File: src/rtl/rv32i_pkg.sv
// Shared RV32I definitions used across the fetch front end.
package rv32i_pkg;

  localparam int unsigned XLEN = 32;
  localparam logic [XLEN-1:0] RESET_PC_DEFAULT = 32'h0000_0000;
  localparam logic [XLEN-1:0] NOP = 32'h0000_0013;

  // One prefetch queue entry: instruction word tagged with its address.
  typedef struct packed {
    logic [XLEN-1:0] pc;
    logic [XLEN-1:0] inst;
  } fetch_entry_t;

endpackage

File: src/rtl/prefetch_fifo.sv
// Circular buffer of fetched instructions with occupancy count and flush.
module prefetch_fifo
  import rv32i_pkg::*;
#(
  parameter int unsigned DEPTH = 4,
  parameter int unsigned CNT_W = $clog2(DEPTH + 1)
) (
  input  logic             clk,
  input  logic             rst,
  input  logic             clear,
  input  logic             push,
  input  fetch_entry_t     push_data,
  input  logic             pop,
  output fetch_entry_t     head,
  output logic [CNT_W-1:0] count
);

  localparam int unsigned PTR_W = $clog2(DEPTH);

  fetch_entry_t       mem [DEPTH];
  logic [PTR_W-1:0]   wr_ptr;
  logic [PTR_W-1:0]   rd_ptr;

  assign head = mem[rd_ptr];

  always_ff @(posedge clk) begin
    if (push && !rst && !clear) begin
      mem[wr_ptr] <= push_data;
    end
  end

  // Pointers wrap naturally because DEPTH is a power of two.
  always_ff @(posedge clk) begin
    if (rst || clear) begin
      wr_ptr <= '0;
      rd_ptr <= '0;
      count  <= '0;
    end else begin
      assert (!(push && count == CNT_W'(DEPTH)));
      if (push) begin
        wr_ptr <= wr_ptr + PTR_W'(1);
      end
      if (pop) begin
        rd_ptr <= rd_ptr + PTR_W'(1);
      end
      if (push && !pop) begin
        count <= count + CNT_W'(1);
      end else if (pop && !push) begin
        count <= count - CNT_W'(1);
      end
    end
  end

endmodule

File: src/rtl/instruction_prefetch_queue.sv
// Instruction prefetcher: credit-limited fetch from a 1-cycle-latency imem
// into a small queue, with branch redirect flush and global stall.
module instruction_prefetch_queue
  import rv32i_pkg::*;
#(
  parameter int unsigned     DEPTH    = 4,
  parameter logic [XLEN-1:0] RESET_PC = RESET_PC_DEFAULT
) (
  input  logic            clk,
  input  logic            rst,
  input  logic            enable,
  input  logic            redirect,
  input  logic [XLEN-1:0] redirect_pc,
  output logic            imem_req,
  output logic [XLEN-1:0] imem_addr,
  input  logic [XLEN-1:0] imem_rdata,
  output logic            inst_valid,
  input  logic            inst_ready,
  output logic [XLEN-1:0] inst_out,
  output logic [XLEN-1:0] inst_pc
);

  localparam int unsigned CNT_W = $clog2(DEPTH + 1);
  localparam int unsigned SUM_W = CNT_W + 1;

  logic [XLEN-1:0]  fetch_pc;
  logic             inflight;
  logic [XLEN-1:0]  inflight_pc;
  logic             cap_valid;
  logic [XLEN-1:0]  cap_data;
  logic [CNT_W-1:0] count;
  logic [SUM_W-1:0] credit_used;
  fetch_entry_t     head;
  fetch_entry_t     push_data;
  logic             push;
  logic             pop;
  logic             clear;

  // Fetch addresses are word aligned; the low redirect bits are ignored.
  logic unused_pc_bits;
  assign unused_pc_bits = ^redirect_pc[1:0];

  // Issue only when every queued and in-flight word still has a slot.
  assign credit_used = SUM_W'(count) + SUM_W'(inflight);
  assign imem_req    = enable & ~redirect & ~rst & (credit_used < SUM_W'(DEPTH));
  assign imem_addr   = fetch_pc;

  assign push           = inflight & enable & ~redirect;
  assign pop            = inst_valid & inst_ready & enable & ~redirect;
  assign clear          = enable & redirect;
  assign push_data.pc   = inflight_pc;
  assign push_data.inst = cap_valid ? cap_data : imem_rdata;

  assign inst_valid = (count != '0);
  assign inst_out   = inst_valid ? head.inst : '0;
  assign inst_pc    = inst_valid ? head.pc   : '0;

  // A word returning during a stall is parked until enable comes back.
  always_ff @(posedge clk) begin
    if (rst) begin
      fetch_pc    <= RESET_PC;
      inflight    <= 1'b0;
      inflight_pc <= '0;
      cap_valid   <= 1'b0;
      cap_data    <= '0;
    end else if (enable) begin
      cap_valid <= 1'b0;
      if (redirect) begin
        fetch_pc <= {redirect_pc[XLEN-1:2], 2'b00};
        inflight <= 1'b0;
      end else if (imem_req) begin
        fetch_pc    <= fetch_pc + XLEN'(4);
        inflight    <= 1'b1;
        inflight_pc <= fetch_pc;
      end else begin
        inflight <= 1'b0;
      end
    end else if (inflight && !cap_valid) begin
      cap_valid <= 1'b1;
      cap_data  <= imem_rdata;
    end
  end

  prefetch_fifo #(
    .DEPTH (DEPTH),
    .CNT_W (CNT_W)
  ) u_fifo (
    .clk       (clk),
    .rst       (rst),
    .clear     (clear),
    .push      (push),
    .push_data (push_data),
    .pop       (pop),
    .head      (head),
    .count     (count)
  );

endmodule

File: config.mk
export PLATFORM = sky130hd
export DESIGN_NAME = instruction_prefetch_queue
export DESIGN_NICKNAME = d
export VERILOG_FILES = /design/src/rtl/rv32i_pkg.sv /design/src/rtl/prefetch_fifo.sv /design/src/rtl/instruction_prefetch_queue.sv
export SDC_FILE = /design/constraint.sdc
export NUM_CORES = 1
export LEC_CHECK = 0
export BUFFER_PORTS_ARGS = -buffer_cell sky130_fd_sc_hd__buf_2
export CORE_MARGIN = 8
export CORE_UTILIZATION = 58
export CTS_CLUSTER_DIAMETER = 200
export DETAILED_ROUTE_END_ITERATION = 16
export PLACE_DENSITY = 0.87
export SLEW_MARGIN = 10
export SYNTH_ARGS = -nofsm -noshare
export SYNTH_HDL_FRONTEND = slang
export SYNTH_SLANG_ARGS = --single-unit
File: constraint.sdc
create_clock -name clk -period 3.84 [get_ports clk]
set_clock_uncertainty 0.2 [all_clocks]
set_input_delay 0.384 -clock clk [delete_from_list [all_inputs] [get_ports clk]]
set_output_delay 0.384 -clock clk [all_outputs]
set_load 0.02 [all_outputs]
==> results <==
- The flow ran to the end, and the final reports show no timing, DRC or antenna violations.
- STA classifies the critical path startpoint as a register.
- After detailed routing, the number of remaining DRC violations is 0.
- The power density over cell area is 460 mW/mm^2.
- For this block, wires on met1 add up to 13400 um.
- The post-synthesis cell count is 1028.
- The worst setup path is of the reg2out kind.
- The count of buffers inserted at the top-level ports is 160.
- After filler insertion, the fill cell instance count of the layout stands at 1530.
- The via count of the first global-routing pass is 9693.
- The clock tree synthesis step divided the H-tree into 2 levels.
- The number of nets with antenna violations after routing is 0.
- CTS placed an instance of clkbuf_16 at the clock tree root.
- The violation count after the first detailed-routing iteration is 744.
- The placed cell count is 1459.
- The vertical die dimension is 173 um.
- Max-cap violations in this run came to 0.
- The dominant synthesized flop cell is edfxtp_1.
- No sink is reached through more buffers than the 3 on the longest clock path.
- In this run the worst path has a maximum fanout of 27.
- The count of hold-fix buffers inserted at cts is 36.
- Synthesis inferred 351 register bits.
- Summed over all nets, the half-perimeter wirelength after detailed placement is 21000 um.
- Setup repair after global routing left no endpoint under its margin.
- The synthesized netlist contains 56 unique library cells.
- The post-CTS repair timing setup buffer count is 0.
- The slew of the pin with the lowest slew margin is 1.08 ns.
- Registers take 0.00952 mm^2.
- Sorting the synthesized cells by area gives the leading types as edfxtp_1 (52%), dfxtp_1 (14%), mux4_2 (9.7%).
- The peak supply drop is 0.275 mV.
- The path class of the tightest hold or removal check is in2reg.
- The per-cell via count in the routed design is 6.05.
- The arrival time of data at the critical path endpoint is 2.50 ns.
- The dominant cell type by area after synthesis is edfxtp_1.
- The number of endpoints with negative hold slack in the final report is 0.
- The total of warnings raised by yosys is 0.
- The clock period could shrink to 3.09 ns.
- Yosys instantiated no cell more often than edfxtp_1.
- The critical path goes through buf_12, mux4_2, and2_1, buf_2.
- Measured against its own limit, the worst slew margin works out to 0.283.
- The total count of max-transition violations in the final report is 0.
- The area added between synthesis and finish is 18.3%.
- The pre-antenna-repair detailed-routing pass consisted of 5 iterations.
- Measured on the finished design, the core utilization comes to 0.697.
- The async set or reset register ratio after synthesis is 0.
- The floorplan has 57 rows.
- The CTS clock-pin slew for the worst setup and hold paths is 0.06 ns.
- The share of the Yosys chip area taken by registers is 0.663.
- The timing-limited maximum frequency is 324 MHz.
- The clock sink count is 351.
- The global-route total usage across every layer is 0.221.
- The number of antenna violations at the first check in global routing was 2.
- The worst-path cell with the longest stage delay is dfxtp_4.
- The total of cells resized after clock tree synthesis is 0.
- The highest metal layer carrying signal wires in the routed design is met5.
- The routed wire length per instance is 21.8 um.
- The final standard cell count with taps included and fillers excluded is 1561.
- STA classifies the critical path endpoint as an output pin.
- A synthesized cell averages 13.9 um^2.
- The effective utilization at floorplan is 0.589.
- The number of synthesized flops with an enable pin is 248.
- Setup violations remaining at the end of the flow were counted as 0.
- The final worst-path cycle share is 0.804.
- Of the cells placed in the final design, the portion with a size suffix greater than 1 is 0.274.
- The total CTS buffers is 36.
- The later pin in the worst-skew pair is clocked with a latency of 0.50 ns.
- The area of the core is 0.0243 mm^2.
- The clock tree from TritonCTS is yes.
- The total length of routed wires is 34000 um.
- The critical path contains buffers and inverters numbering 2 combined.
- The global-route wire length before repair is 53000 um.
- The accumulated negative setup slack is 0 ns.
- The overall die area is 0.0300 mm^2.
- The number of top-level pins is 167.
- The cell leakage power is 5.83 nW.
- The detailed route wirelength on metal3 is 2660 um.
- Wire segments on met2 add up to 16800 um in the final route.
- For this run the aggregate overflow at the end of global routing stands at 0.
- The routability congestion estimate is 0.860.
- The die width is 173 um.
- The total standard cell area after synthesis is 0.0143 mm^2.
- By count the netlist is led by edfxtp_1 (248), nand2_1 (157), dfxtp_1 (103).
- The multi-input combinational cells in the finished layout cover a total of 0.00450 mm^2.
- Of the post-synthesis cell area, the dominant cell type holds 0.520.
- On the worst path, the slowest cell contributes a delay of 0.73 ns.
- Entering global routing, the biggest net connects 89 pins.
- The required time at the endpoint of the critical path is 3.26 ns.
- The total vias in the final route is 9444.
- The net count of the finished layout is 1285.
- In this design, the largest share of critical-path delay is due to flip-flops.
==> registers in the layout, summed over array words and instances (netlist names), named ones only <==
signal / cells
u_fifo.rd_ptr: 2
imem_addr: 30
u_fifo.count: 3
cap_data: 32
u_fifo.wr_ptr: 2
inflight_pc: 30
cap_valid: 1
inflight: 1
u_fifo.mem: 248
==> path summary, 6_finish.rpt <==
path / startpoint / to / slack, ns / cells past startpoint
worst max-delay path: register / inst_pc[29] / 0.75 / 4
worst min-delay path: redirect_pc[25] / imem_addr[25]$_SDFFE_PP0P_ / 0.01 / 3
worst max register to register: u_fifo.count[0]$_SDFFE_PP0P_ / u_fifo.count[2]$_SDFFE_PP0P_ / 1.21 / 9
worst min register to register: cap_data[2]$_SDFFE_PP0P_ / cap_data[2]$_SDFFE_PP0P_ / 0.25 / 2
==> power by group <==
part	internal, mW	total, mW	leakage (nW)	switching, mW
clock network	1.94	3.29	0.547	1.35
registers	4.06	4.12	3.02	0.0507
logic	0.150	0.386	2.26	0.236
total	6.16	7.79	5.83	1.64
==> layout by cell type, fill, tap and decap left out, types with 9 or more instances in the layout <==
cell / instances
mux2_2: 32
nor3_1: 9
mux4_2: 62
buf_4: 12
o21ai_0: 19
clkbuf_1: 12
clkbuf_16: 38
a22oi_1: 9
inv_1: 9
nand2_1: 157
a21oi_1: 83
nor2_1: 30
dlygate4sd3_1: 36
nand3_1: 11
edfxtp_1: 248
and2_1: 68
nand4_1: 12
buf_2: 160
dfxtp_1: 100
a31oi_1: 11
==> stage by stage <==
step / hold slack [ns] / area (um^2) / power, mW / setup WS, ns
2_1_floorplan: 0.233 / 14300 / 4.40 / 0.763
3_5_place_dp: 0.247 / 15500 / 4.54 / 1.07
5_1_grt: 0.0295 / 17000 / 8.01 / 0.603
4_1_cts: 0.00168 / 16900 / 7.83 / 0.693
6_report: 0.0105 / 17000 / 7.79 / 0.751
3_3_place_gp: 0.238 / 15500 / 4.53 / 1.10
==> worst register-to-register path, delay by kind of cell (launching register included) <==
family / cells / cell delay, ns
AOI/OAI and AO/OA: 1 / 0.16
xor gates and xnor gates: 1 / 0.16
adders and majority gates: 2 / 0.55
buffers and inverters: 2 / 0.13
DFF: 1 / 0.36
and+or+nand+nor: 3 / 1.01
==> kinds of logic after synthesis <==
group | share of synthesized area
adder cells (fa/ha/maj) | 0.00663
flip-flops | 0.663
other | 0.000262
buffers and inverters | 0.0241
multiplexers | 0.126
AND/OR/NAND/NOR | 0.112
AO/OA/AOI/OAI | 0.0648
XOR/XNOR | 0.00306
==> layer usage <==
layer  track usage  vias to the layer above
met4        0.0931                        2
met2         0.374                      485
met3        0.0440                       95
met5             0                        -
li1              -                     4198
met1         0.275                     4664
==> area by class of cell <==
| class | count | area share |
|---|---|---|
| Sequential cell | 351 | 0.561 |
| Multi-Input combinational cell | 597 | 0.265 |
| Timing Repair Buffer | 214 | 0.0809 |
| Clock buffer | 53 | 0.0612 |
| Tap cell | 324 | 0.0239 |
| Clock inverter | 11 | 0.00509 |
| Inverter | 9 | 0.00199 |
| Antenna cell | 2 | 0.000295 |
Note: power is estimated with default switching activity, not from simulation.
